`src/rtl/sstv_ram_arbiter.sv`:
```
// Arbitrates the single-port SSTV frame RAM between VGA reads (highest priority),
// a frame zero-fill sequencer, and a small FIFO of SSTV writer pixels.
module sstv_ram_arbiter #(
  parameter int PIXELS     = 19200,
  parameter int FIFO_DEPTH = 8,
  parameter int ADDR_W     = 15
) (
  input  logic              clk,
  input  logic              reset,
  input  logic              wr_valid_i,
  output logic              wr_ready_o,
  input  logic [ADDR_W-1:0] wr_addr_i,
  input  logic [1:0]        wr_data_i,
  input  logic              vga_rd_en_i,
  input  logic [ADDR_W-1:0] vga_addr_i,
  output logic [1:0]        vga_data_o,
  output logic              vga_valid_o,
  input  logic              clear_req_i,
  output logic              clear_busy_o,
  output logic              err_addr_o,
  output logic [ADDR_W-1:0] ram_addr_o,
  output logic              ram_we_o,
  output logic [1:0]        ram_wdata_o,
  input  logic [1:0]        ram_rdata_i
);

  localparam int                PTR_W    = $clog2(FIFO_DEPTH);
  localparam logic [ADDR_W-1:0] LAST_PIX = ADDR_W'(PIXELS - 1);
  localparam logic [PTR_W:0]    FULL_XOR = {1'b1, {PTR_W{1'b0}}};

  typedef enum logic {S_IDLE, S_CLEAR} state_t;

  state_t            state_q, state_d;
  logic [ADDR_W-1:0] clr_ptr_q, clr_ptr_d;

  logic [ADDR_W-1:0] fifo_addr_q [FIFO_DEPTH];
  logic [1:0]        fifo_data_q [FIFO_DEPTH];
  logic [PTR_W:0]    wptr_q, wptr_d, rptr_q, rptr_d;
  logic              wr_ready_q, wr_ready_d;
  logic              err_q, err_d;

  logic              vld_p0_q, vld_p1_q;
  logic [1:0]        data_p1_q;

  logic              accept, push, pop, clr_wr, empty, addr_ok;

  assign addr_ok = (wr_addr_i <= LAST_PIX);
  assign accept  = wr_valid_i && wr_ready_q;
  assign push    = accept && addr_ok;
  assign empty   = (wptr_q == rptr_q);

  // Port grant: VGA read, then clear write, then FIFO drain (IDLE only)
  always_comb begin
    ram_addr_o  = '0;
    ram_we_o    = 1'b0;
    ram_wdata_o = 2'b00;
    pop         = 1'b0;
    clr_wr      = 1'b0;
    if (vga_rd_en_i) begin
      ram_addr_o = vga_addr_i;
    end else if (!reset && state_q == S_CLEAR) begin
      ram_addr_o = clr_ptr_q;
      ram_we_o   = 1'b1;
      clr_wr     = 1'b1;
    end else if (!reset && !empty) begin
      ram_addr_o  = fifo_addr_q[rptr_q[PTR_W-1:0]];
      ram_wdata_o = fifo_data_q[rptr_q[PTR_W-1:0]];
      ram_we_o    = 1'b1;
      pop         = 1'b1;
    end
  end

  always_comb begin
    state_d   = state_q;
    clr_ptr_d = clr_ptr_q;
    case (state_q)
      S_IDLE: begin
        if (clear_req_i) begin
          state_d   = S_CLEAR;
          clr_ptr_d = '0;
        end
      end
      S_CLEAR: begin
        if (clr_wr) begin
          if (clr_ptr_q == LAST_PIX) state_d = S_IDLE;
          else                       clr_ptr_d = clr_ptr_q + ADDR_W'(1);
        end
      end
      default: state_d = S_IDLE;
    endcase
  end

  always_comb begin
    wptr_d     = wptr_q + {{PTR_W{1'b0}}, push};
    rptr_d     = rptr_q + {{PTR_W{1'b0}}, pop};
    wr_ready_d = ((wptr_d ^ rptr_d) != FULL_XOR);
    err_d      = err_q || (accept && !addr_ok);
  end

  always_ff @(posedge clk) begin
    if (reset) begin
      state_q    <= S_IDLE;
      clr_ptr_q  <= '0;
      wptr_q     <= '0;
      rptr_q     <= '0;
      wr_ready_q <= 1'b0;
      err_q      <= 1'b0;
    end else begin
      state_q    <= state_d;
      clr_ptr_q  <= clr_ptr_d;
      wptr_q     <= wptr_d;
      rptr_q     <= rptr_d;
      wr_ready_q <= wr_ready_d;
      err_q      <= err_d;
    end
  end

  always_ff @(posedge clk) begin
    if (push) begin
      fifo_addr_q[wptr_q[PTR_W-1:0]] <= wr_addr_i;
      fifo_data_q[wptr_q[PTR_W-1:0]] <= wr_data_i;
    end
  end

  // Read pipeline: p0 = RAM access issued, p1 = RAM data captured
  always_ff @(posedge clk) begin
    if (reset) begin
      vld_p0_q  <= 1'b0;
      vld_p1_q  <= 1'b0;
      data_p1_q <= 2'b00;
    end else begin
      vld_p0_q <= vga_rd_en_i;
      vld_p1_q <= vld_p0_q;
      if (vld_p0_q) data_p1_q <= ram_rdata_i;
    end
  end

  assign wr_ready_o   = wr_ready_q;
  assign err_addr_o   = err_q;
  assign clear_busy_o = (state_q == S_CLEAR);
  assign vga_valid_o  = vld_p1_q;
  assign vga_data_o   = data_p1_q;

endmodule
```
`config.mk`:
```
export PLATFORM = sky130hd
export DESIGN_NAME = sstv_ram_arbiter
export DESIGN_NICKNAME = d
export VERILOG_FILES = /design/src/rtl/sstv_ram_arbiter.sv
export SDC_FILE = /design/constraint.sdc
export NUM_CORES = 1
export LEC_CHECK = 0
export BUFFER_PORTS_ARGS = -buffer_cell sky130_fd_sc_hd__buf_2
export CAP_MARGIN = 10
export CORE_MARGIN = 2
export CORE_UTILIZATION = 35
export DETAILED_ROUTE_END_ITERATION = 16
export GPL_TIMING_DRIVEN = 0
export PLACE_DENSITY_LB_ADDON = 0.25
export SYNTH_ARGS = -nofsm -noshare
export SYNTH_HDL_FRONTEND = slang
export SYNTH_SLANG_ARGS = --single-unit
```
`constraint.sdc`:
```
create_clock -name clk -period 3.85 [get_ports clk]
set_input_delay 0.9625 -clock clk [delete_from_list [all_inputs] [get_ports clk]]
set_output_delay 0.9625 -clock clk [all_outputs]
set_load 0.02 [all_outputs]
```
# Yosys cells after proc, flatten, opt, wreduce, memory -nomap -nowiden
# Memory sizes are Yosys's and may differ from the RTL's. A register that Yosys moved wholly into a read port is not among the register bits.
# Cells that the tools add are included.
dict set report totals {
  inputBits 39
  latchBits 0
  register_bits 30
  output_inout_bits 24
  wordCells 58
  n_memories 2
  mem_bits_rw 136
  rom_bits 0
}
dict set report classes {
  bitwise_logic 2
  div 0
  shifts 0
  n_lt_le_gt_ge 1
  n_mux 25
  n_reduce_logical 10
  eq_ne 6
  multipliers 0
  addsub 3
}
# memory depth width read_ports rd_ports_with_merged_regs write_ports line
set memory_table {}
lappend memory_table {fifo_addr_q 8 15 1 1 1 36} ;# logic [ADDR_W-1:0] fifo_addr_q [FIFO_DEPTH];
lappend memory_table {fifo_data_q 8 2 1 1 1 37} ;# logic [1:0] fifo_data_q [FIFO_DEPTH];
# cell count
set op_table {}
lappend op_table {{$mux W15} 6}
lappend op_table {{$pmux W15 S2} 1}
lappend op_table {{$add A15 B1 Y15 const B} 1}
lappend op_table {{$eq A15 B15 Y1 const B} 1}
lappend op_table {{$le A15 B15 Y1 const B} 1}
lappend op_table {{$mux W1} 12}
lappend op_table {{$add A4 B1 Y4} 2}
lappend op_table {{$mux W2} 3}
lappend op_table {{$mux W3} 2}
lappend op_table {{$logic_and A1 B1 Y1} 5}
lappend op_table {{$eq A4 B4 Y1} 1}
lappend op_table {{$ne A2 B2 Y1 const B} 2}
lappend op_table {{$ne A4 B4 Y1 const B} 1}
lappend op_table {{$xor A4 B4 Y4} 1}
lappend op_table {{$logic_not A1 Y1} 3}
lappend op_table {{$reduce_and A3 Y1} 1}
lappend op_table {{$ne A2 B1 Y1 const B} 1}
lappend op_table {{$pmux W1 S2} 1}
lappend op_table {{$logic_or A1 B1 Y1} 1}
lappend op_table {{$not A1 Y1} 1}

# Depth between registers and ports, before layout
# Gate-level depths: netlist of run 1.
dict set report logic_depth {
  depth_word 9
  ltp_mapped 12
  depth_no_buf 9
}

# Least setup slack after synthesis of run 1
# Ideal clock, no wire load.
dict set report synth_path {
  path_type {in2reg}
  startpoint {input port wr_addr_i[9]}
  endpoint {memory fifo_addr_q[0][0], enable pin}
  stages 5
  arrival_ns 3.161
  n_path_buf 0
  slack_ns 0.273
  path_cell_list {a21o_1 > a211o_1 > a21oi_1 > nor2b_1 > nor3b_1}
}
dict set report synth_via {
  elab_chain_len 4
}
# item line
set synth_lines {}
lappend synth_lines {{from (decl)} 12} ;# input logic [ADDR_W-1:0] wr_addr_i,
lappend synth_lines {{$le A15 B15 Y1} 47} ;# assign addr_ok = (wr_addr_i <= LAST_PIX);
lappend synth_lines {{$logic_and A1 B1 Y1} 49} ;# assign push = accept && addr_ok;
lappend synth_lines {{$mux W1} 119} ;# if (push) begin
lappend synth_lines {{$mux W1 (implied by the code)} 120} ;# fifo_addr_q[wptr_q[PTR_W-1:0]] <= wr_addr_i;
lappend synth_lines {{to (decl)} 36}
# Every way passes these cells.

# Final worst setup path of run 1
dict set report layout_path {
  startpoint {register rptr_q[2]}
  endpoint {output port ram_addr_o[6]}
}
dict set report layout_via {
  elab_chain_len 6
}
# item line
set layout_lines {}
lappend layout_lines {{from (decl)} 38} ;# logic [PTR_W:0] wptr_q, wptr_d, rptr_q, rptr_d;
lappend layout_lines {{from (signal assigned)} 112} ;# rptr_q <= rptr_d;
lappend layout_lines {{$eq A4 B4 Y1} 50} ;# assign empty = (wptr_q == rptr_q);
lappend layout_lines {{$logic_not A1 Y1} 65} ;# end else if (!reset && !empty) begin
lappend layout_lines {{$logic_and A1 B1 Y1} 65}
lappend layout_lines {{$mux W15} 65}
lappend layout_lines {{$mux W15} 61} ;# end else if (!reset && state_q == S_CLEAR) begin
lappend layout_lines {{$mux W15} 59} ;# if (vga_rd_en_i) begin
lappend layout_lines {{to (decl)} 21} ;# output logic [ADDR_W-1:0] ram_addr_o,
# Every way passes these cells.

==> results of run 1 <==
cells by family after synthesis:
family	Yosys count	synth area share [%]
mux	53	13.9
simple gates	84	6.80
compound gates	64	6.49
fa+ha+maj	5	0.910
xor+xnor	15	1.91
buf+inv	26	1.87
flops	166	68.1
metal layers:
metal | GRT usage (%) | vias to the layer above | wire length, µm
met5 | 0 | - | 0
met3 | 3.68 | 18 | 918
li1 | - | 1835 | -
met2 | 26.1 | 115 | 7820
met4 | 5.37 | 0 | 257
met1 | 19.0 | 2048 | 6300
flip-flops by register name, indices dropped and copies added, names as in the netlist:
name and count:
clear_busy_o 1, vga_valid_o 1, clr_ptr_q 15, err_addr_o 1, vld_p0_q 1, wptr_q 4, wr_ready_o 1, vga_data_o 2
rptr_q 4, fifo_addr_q 120, fifo_data_q 16
critical path, stage by stage (launching register included):
cell     delay, ps
dfxtp_1        340
buf_2          320
buf_1          810
mux2i_1        440
o21ai_1         90
buf_2          170
layout make-up:
type                       instances  area (µm²)
sequential                       166        4680
timing repair buffer              71         430
multi-input combinational        221        2090
clock inverter                    14         186
tap                              265         332
clock buffer                      17         425
fill                            1761       11100
antenna                            1        2.50
buffer                            23         118
inverter                           3        11.3
stage by stage:
| stage | TNS, ps | area, µm² |
|---|---|---|
| finish | 0 | 8280 |
| global route | 0 | 8280 |
| CTS | 0 | 8280 |
| detailed placement | 0 | 7660 |
| global placement | -99560 | 7520 |
| floorplan | 0 | 6880 |
worst max-delay path by stage:
stage	startpoint	to	slack (ps)	cells past startpoint
floorplan	wr_addr_i[9]	fifo_addr_q[0][0]	270	5
global placement	wr_addr_i[9]	fifo_data_q[0][0]	-1420	6
detailed placement	wr_addr_i[9]	fifo_addr_q[4][8]	270	6
CTS	rptr_q[2]	ram_addr_o[6]	230	5
global route	rptr_q[2]	ram_addr_o[6]	150	5
finish	rptr_q[2]	ram_addr_o[6]	290	5
power by group through the flow:
stage          clock, mW  sequential [mW]  combinational [mW]
6_report            1.76             1.96               0.190
5_1_grt             1.86             1.96               0.209
4_1_cts             1.80             1.96               0.192
3_5_place_dp           0             2.00               0.192
3_3_place_gp           0             2.00               0.183
2_1_floorplan          0             2.00               0.102
cells in the final DEF (no fill, tap or decap), types with 4 or more instances in the layout:
| cell | Yosys | final |
|---|---|---|
| nor2b_1 | 8 | 7 |
| clkbuf_1 | 8 | 8 |
| inv_6 | 0 | 8 |
| edfxtp_1 | 136 | 136 |
| dfxtp_1 | 30 | 30 |
| xnor2_1 | 5 | 5 |
| a22oi_1 | 15 | 15 |
| or4_1 | 4 | 4 |
| nand2_1 | 15 | 15 |
| xor2_1 | 10 | 10 |
| a21oi_1 | 7 | 7 |
| o21ai_2 | 7 | 7 |
| nand3_1 | 5 | 5 |
| buf_2 | 10 | 72 |
| o211ai_1 | 4 | 4 |
| nor2_1 | 25 | 24 |
| o21ai_1 | 11 | 11 |
| buf_6 | 1 | 5 |
| clkbuf_16 | 0 | 17 |
| ha_1 | 5 | 5 |
| buf_8 | 0 | 5 |
| mux4_2 | 34 | 34 |
| mux2i_1 | 19 | 19 |
==> impl_metrics.py, run 1 <==
metrics = {
    "synthesis": {
        "yosys_warnings": 0,
        "yosysUniqueCellTypes": 51,
        "yosys.area.top_type": "edfxtp_1",
        "synthCells": 413,
        "synth_most_common_cell": "edfxtp_1",
        "synth_commonest_cells": "edfxtp_1 (136), mux4_2 (34), dfxtp_1 (30)",
        "syn-num-nets": 457,
        "yosys-top-cells-area": "edfxtp_1 (59%), mux4_2 (11%), dfxtp_1 (8.7%)",
        "ys.flop_type": "edfxtp_1",
        "ys_seq_elements": 166,
        "synth_edf_count": 136,
        "ys_async_sr_fraction_pct": 0,
        "yosys.area.top_type_share_pct": 59.4,
        "ys_seq_area_share_pct": 68.1,
        "syn_area_mm2": 0.00688,
        "synth_area_per_cell_um2": 16.7,
    },
    "sta": {
        "fin_crit_sh_pct": 92.6,
        "finClkSkew_ps": 8.08,
        "clock.fmax_ghz": 0.281,
        "holdWs_ps": 481,
        "relSlewSlack_pct": 24.6,
        "drv_slew": 0,
        "post-route-min-period_ps": 3560,
        "setup_violations": 0,
        "final_hold_viol_count": 0,
        "setup_ws_ps": 286,
        "rsz0062_at_grt": "no",
        "worstMarginPinSlew_ps": 1130,
    },
    "die": {
        "rows": 51,
        "coreArea_mm2": 0.0194,
        "die_area_mm2": 0.0208,
        "die_w_um": 144,
        "die_y_um": 144,
        "start_util_pct": 35.5,
        "ios": 63,
    },
    "global_route": {
        "antenna_found_initial": 1,
        "grt_max_degree": 18,
        "gr-total-overflow": 0,
        "grt_pass1_vias": 4062,
        "grt_usage_pct": 15.3,
        "grt_first_pass_wirelength_um": 23000,
    },
    "finish": {
        "area_delta_synth_final_pct": 20.4,
        "instances_no_fill": 781,
        "drive_above_1_share_pct": 32.8,
        "finalNetCount": 547,
        "final_util_pct": 42.7,
    },
    "place": {
        "dp_hpwl_um": 10600,
        "portBuffers": 62,
        "dpl.cell_count": 749,
        "gp_congestion": 0.829,
        "post-place-ws_ps": 267,
    },
    "route": {
        "vias": 4016,
        "viasPerCell": 5.14,
        "wire_per_inst_um": 19.6,
        "drt_iter0_drc": 229,
        "drc": 0,
        "antenna_left": 0,
        "dr.pass1.iters": 4,
        "wl_um": 15300,
    },
    "power_and_ir_drop": {
        "p_clk_share_pct": 45.0,
        "pwr-share-comb_pct": 4.9,
        "p_int_mw": 3.07,
        "p_sw_mw": 0.843,
        "power.density_mw_per_mm2": 472,
        "ir_worst_vdd_mv": 0.209,
        "seqPwrFrac_pct": 50.2,
        "p_leak_nw": 2.80,
        "power_mw": 3.91,
        "swShare_pct": 21.6,
    },
    "worst_setup_path": {
        "cp-end-kind": "output port",
        "crit_arrival_ps": 2600,
        "r2r-end": "wr_ready_o",
        "r2r_cells": 12,
        "r2r_slack_ps": 1000,
        "rr_startpoint": "rptr_q[1]",
        "critical_path.max_fanout": 10,
        "crit_path_start_kind": "register",
        "cp.required_ps": 2890,
        "worstSetupPathType": "reg2out",
    },
    "clock_tree": {
        "cts_root_buf": "clkbuf_16",
        "h-tree-depth": 4,
        "post_cts.repair.setup_buffers": 0,
        "clk_pin_slew_ps": 70,
        "cts_tree": "built",
        "insertion_delay_ps": 420,
        "postCtsHoldBufs": 0,
        "numCtsBuffers": 17,
        "cts.sinks": 166,
        "clockBufferDepth": 2,
        "postCtsResizedCells": 0,
    },
    "min_path": {
        "hold_path.class": "reg2reg",
        "hold_depth": 2,
        "hp-start": "err_addr_o",
        "min_to": "err_addr_o",
    },
    "run": {
        "drv_cap": 0,
    },
    "status": {
        "status": "complete, no violations",
    },
}
Power figures use the tool's default switching activity.
==> inputs of run 2 (changes only) <==
CORE_UTILIZATION = 38   (was 35)
CTS_BUF_LIST = sky130_fd_sc_hd__clkbuf_2 sky130_fd_sc_hd__clkbuf_4 sky130_fd_sc_hd__clkbuf_8   (was default)
PLACE_DENSITY_LB_ADDON = 0.05   (was 0.25)
==> impl_metrics.py, run 2 (synthesis gave the netlist of run 1 again) <==
metrics = {
    "worst_setup_path": {
        "crit_arrival_ps": 2740,
        "worstSetupPathType": "reg2out",
        "crit_path_start_kind": "register",
        "critical_path.max_fanout": 10,
        "cp.required_ps": 2890,
        "cp-end-kind": "output port",
        "r2r_cells": 12,
    },
    "clock_tree": {
        "postCtsResizedCells": 0,
        "clk_pin_slew_ps": 90,
        "clockBufferDepth": 2,
        "post_cts.repair.setup_buffers": 0,
        "cts_tree": "built",
        "numCtsBuffers": 17,
        "postCtsHoldBufs": 0,
        "cts_root_buf": "clkbuf_8",
        "h-tree-depth": 4,
        "cts.sinks": 166,
        "insertion_delay_ps": 440,
    },
    "finish": {
        "final_util_pct": 44.9,
        "area_delta_synth_final_pct": 16.5,
        "mostFrequentLayoutCells": "edfxtp_1 (136), buf_2 (72), mux4_2 (34)",
        "drive_above_1_share_pct": 32.9,
        "final_common_cell": "edfxtp_1",
        "finalNetCount": 548,
        "largest_register_ffs": 120,
    },
    "place": {
        "portBuffers": 62,
        "gp_congestion": 0.815,
        "dp_hpwl_um": 10900,
    },
    "die": {
        "die_y_um": 139,
        "die_area_mm2": 0.0192,
        "die_w_um": 139,
        "start_util_pct": 38.6,
        "ios": 63,
        "rows": 49,
        "coreArea_mm2": 0.0178,
    },
    "sta": {
        "post-route-min-period_ps": 3700,
        "finClkSkew_ps": 10.5,
        "worstMarginPinSlew_ps": 1150,
        "holdWs_ps": 493,
        "setup_violations": 0,
        "clock.fmax_ghz": 0.270,
        "tns_ps": 0,
        "final_hold_viol_count": 0,
        "drv_slew": 0,
        "fin_crit_sh_pct": 96.1,
        "rsz0062_at_grt": "no",
        "relSlewSlack_pct": 23.4,
    },
    "route": {
        "antenna_left": 0,
        "wl_um": 15900,
        "viasPerCell": 5.27,
        "drt_iter0_drc": 218,
        "drc": 0,
        "wire_per_inst_um": 21.2,
        "dr.pass1.iters": 4,
        "vias": 3934,
    },
    "min_path": {
        "hold_depth": 2,
        "hold_path.class": "reg2reg",
    },
    "status": {
        "status": "complete, no violations",
    },
    "global_route": {
        "grt_usage_pct": 17.3,
        "grt_max_degree": 18,
        "grt_pass1_vias": 4018,
        "grt_first_pass_wirelength_um": 24300,
        "antenna_found_initial": 1,
        "gr-total-overflow": 0,
    },
    "power_and_ir_drop": {
        "p_leak_nw": 2.71,
        "power.density_mw_per_mm2": 425,
        "ir_worst_vdd_mv": 0.255,
    },
    "run": {
        "drv_cap": 0,
    },
}
run 2: cell count changes in the layout (fill, tap and decap cells not counted), sizes merged:
cell,before,now
buf,86,87
bufinv,3,2
clkinv,0,4
clkbuf,25,27
inv,12,8
run 2: per-layer routing:
layer	GRT usage (%)	routed length, µm
met1	23.3	7060
met4	5.26	236
met3	4.49	921
met2	27.7	7640
met5	0	0
run 2: through the flow:
step / cells / power, mW / worst slack, ps / instance area (µm²)
final: 747 / 3.41 / 149 / 8020
after global routing: 746 / 3.54 / 20.9 / 8010
after CTS: 746 / 3.44 / 92.7 / 8010
after detailed placement: 714 / 2.19 / 225 / 7620
after global placement: 704 / 2.19 / -1710 / 7470
after floorplan: 413 / 2.11 / 273 / 6880
run 2: area by class of cell:
type                    instances  area (µm²)
fillers                      1607        9830
flip-flops and latches        166        4680
multi-input cells             221        2090
repair buffers                 72         430
well taps                     229         287
clock buffers                  19         249
clock inverters                13         144
plain buffers                  23         118
inverters                       3        11.3
diodes                          1        2.50
run 2: worst paths after layout:
check        startpoint       endpoint  slack, ps
max           rptr_q[1]  ram_addr_o[2]        150
min          err_addr_o     err_addr_o        490
max reg2reg   rptr_q[1]     wr_ready_o       1020
min reg2reg  err_addr_o     err_addr_o        490
run 2: power breakdown:
| group | switching [mW] | total (mW) | internal (mW) |
|---|---|---|---|
| sequential | 0.00657 | 1.96 | 1.95 |
| clock | 0.656 | 1.26 | 0.600 |
| combinational | 0.118 | 0.191 | 0.0733 |
| total | 0.780 | 3.41 | 2.63 |
run 2: critical path: stages (launching register included):
cell	delay, ps
dfxtp_1	350
buf_4	220
clkbuf_1	670
mux4_2	430
mux2i_1	350
o21ai_1	110
buf_2	170
==> inputs of run 3 (changes only) <==
BUFFER_PORTS_ARGS = -buffer_cell sky130_fd_sc_hd__clkbuf_2   (was -buffer_cell sky130_fd_sc_hd__buf_2)
==> impl_metrics.py, run 3 (synthesis gave the netlist of run 1 again) <==
metrics = {
    "finish": {
        "largest_register_ffs": 120,
        "antenna_cells": 0,
        "finalNetCount": 549,
        "mostFrequentLayoutCells": "edfxtp_1 (136), clkbuf_2 (62), mux4_2 (34)",
        "final_util_pct": 44.9,
        "final_common_cell": "edfxtp_1",
        "drive_above_1_share_pct": 32.8,
        "area_delta_synth_final_pct": 16.4,
    },
    "sta": {
        "relSlewSlack_pct": 32.5,
        "setup_violations": 0,
        "final_hold_viol_count": 0,
        "drv_slew": 0,
        "clock.fmax_ghz": 0.274,
        "fin_crit_sh_pct": 94.9,
        "rsz0062_at_grt": "no",
        "holdWs_ps": 505,
        "setup_ws_ps": 198,
        "tns_ps": 0,
        "finClkSkew_ps": 11.4,
        "post-route-min-period_ps": 3650,
        "worstMarginPinSlew_ps": 1010,
    },
    "worst_setup_path": {
        "r2r_cells": 12,
        "crit_path_start_kind": "register",
        "cp-end-kind": "output port",
        "crit_start": "rptr_q[1]",
        "critPathSlowestCell": "clkbuf_1",
        "crit_arrival_ps": 2690,
        "cp_cell_sequence": "buf_4 > clkbuf_1 > mux4_2 > mux2i_1 > o21ai_1 > clkbuf_2",
        "crit_family": "buffers and inverters",
        "cp.required_ps": 2890,
        "rr_startpoint": "rptr_q[1]",
        "critPathMaxStageDelay_ps": 640,
        "cp_num_buf_inv": 3,
        "critical_path.max_fanout": 10,
        "r2r_slack_ps": 980,
        "worstSetupPathType": "reg2out",
        "r2r-end": "wr_ready_o",
    },
    "place": {
        "post-place-ws_ps": 194,
        "portBuffers": 62,
        "gp_congestion": 0.817,
        "dp_hpwl_um": 10900,
    },
    "die": {
        "ios": 63,
        "die_area_mm2": 0.0192,
        "die_w_um": 139,
        "rows": 49,
        "start_util_pct": 38.6,
        "die_y_um": 139,
        "coreArea_mm2": 0.0178,
    },
    "route": {
        "antenna_left": 0,
        "dr.pass1.iters": 4,
        "viasPerCell": 5.27,
        "wl_um": 15700,
        "drt_iter0_drc": 218,
        "wire_per_inst_um": 21.0,
        "drc": 0,
        "vias": 3933,
    },
    "global_route": {
        "grt_pass1_vias": 3915,
        "grt_first_pass_wirelength_um": 23700,
        "grt_max_degree": 18,
        "antenna_found_initial": 0,
        "grt_usage_pct": 16.9,
        "gr-total-overflow": 0,
    },
    "clock_tree": {
        "cts.sinks": 166,
        "clk_pin_slew_ps": 90,
        "cts_tree": "built",
        "clockBufferDepth": 2,
        "post_cts.repair.setup_buffers": 0,
        "h-tree-depth": 4,
        "postCtsResizedCells": 0,
        "insertion_delay_ps": 450,
        "numCtsBuffers": 17,
        "postCtsHoldBufs": 0,
        "cts_root_buf": "clkbuf_8",
    },
    "run": {
        "drv_cap": 0,
    },
    "min_path": {
        "min_to": "err_addr_o",
        "hold_depth": 2,
        "hp-start": "err_addr_o",
        "hold_path.class": "reg2reg",
    },
    "power_and_ir_drop": {
        "ir_worst_vdd_mv": 0.211,
        "power.density_mw_per_mm2": 419,
        "power_mw": 3.35,
        "p_leak_nw": 2.70,
    },
    "status": {
        "status": "complete, no violations",
    },
}
## run 3: cell types whose count changed in the layout (fill, tap and decap cells not counted), sizes merged
cell    delta
clkbuf    +60
inv        +2
buf       -61
clkinv     +1
diode      -1
bufinv     -1
## run 3: worst max-delay path by stage
stage | end | slack [ps] | cells after the start
final | ram_addr_o[2] | 200 | 6
after global routing | ram_addr_o[2] | 60 | 6
after CTS | ram_addr_o[2] | 120 | 6
after detailed placement | fifo_data_q[2][1] | 190 | 6
after global placement | fifo_data_q[0][1] | -1720 | 6
after floorplan | fifo_addr_q[0][0] | 270 | 5
## run 3: worst min-delay path: cells and delay by family, from the launching register on
family          cells  cell delay [ps]
compound gates      1               50
flops               1              340
simple gates        1               80
## run 3: final cells by class
class	instances	area (µm²)
fillers	1582	9830
flip-flops and latches	166	4680
multi-input cells	221	2090
repair buffers	73	442
well taps	229	287
clock buffers	17	234
clock inverters	15	141
plain buffers	23	118
inverters	3	11.3
## run 3: metrics by stage
stage	instance area, µm²	instances
floorplan	6880	413
global placement	7470	704
detailed placement	7620	714
CTS	8000	746
global route	8010	747
finish	8010	747
## run 3: layer usage
metal / GRT usage [%] / part of all wire [%]
met3: 3.94 / 5.5
met4: 5.16 / 1.0
met5: 0 / 0
met1: 23.1 / 45
met2: 27.3 / 49
## run 3: power by group
part	switching, mW	leakage (nW)	internal, mW
registers	0.00681	1.47	1.95
logic	0.117	1.05	0.0730
clock network	0.678	0.187	0.526
total	0.803	2.70	2.55
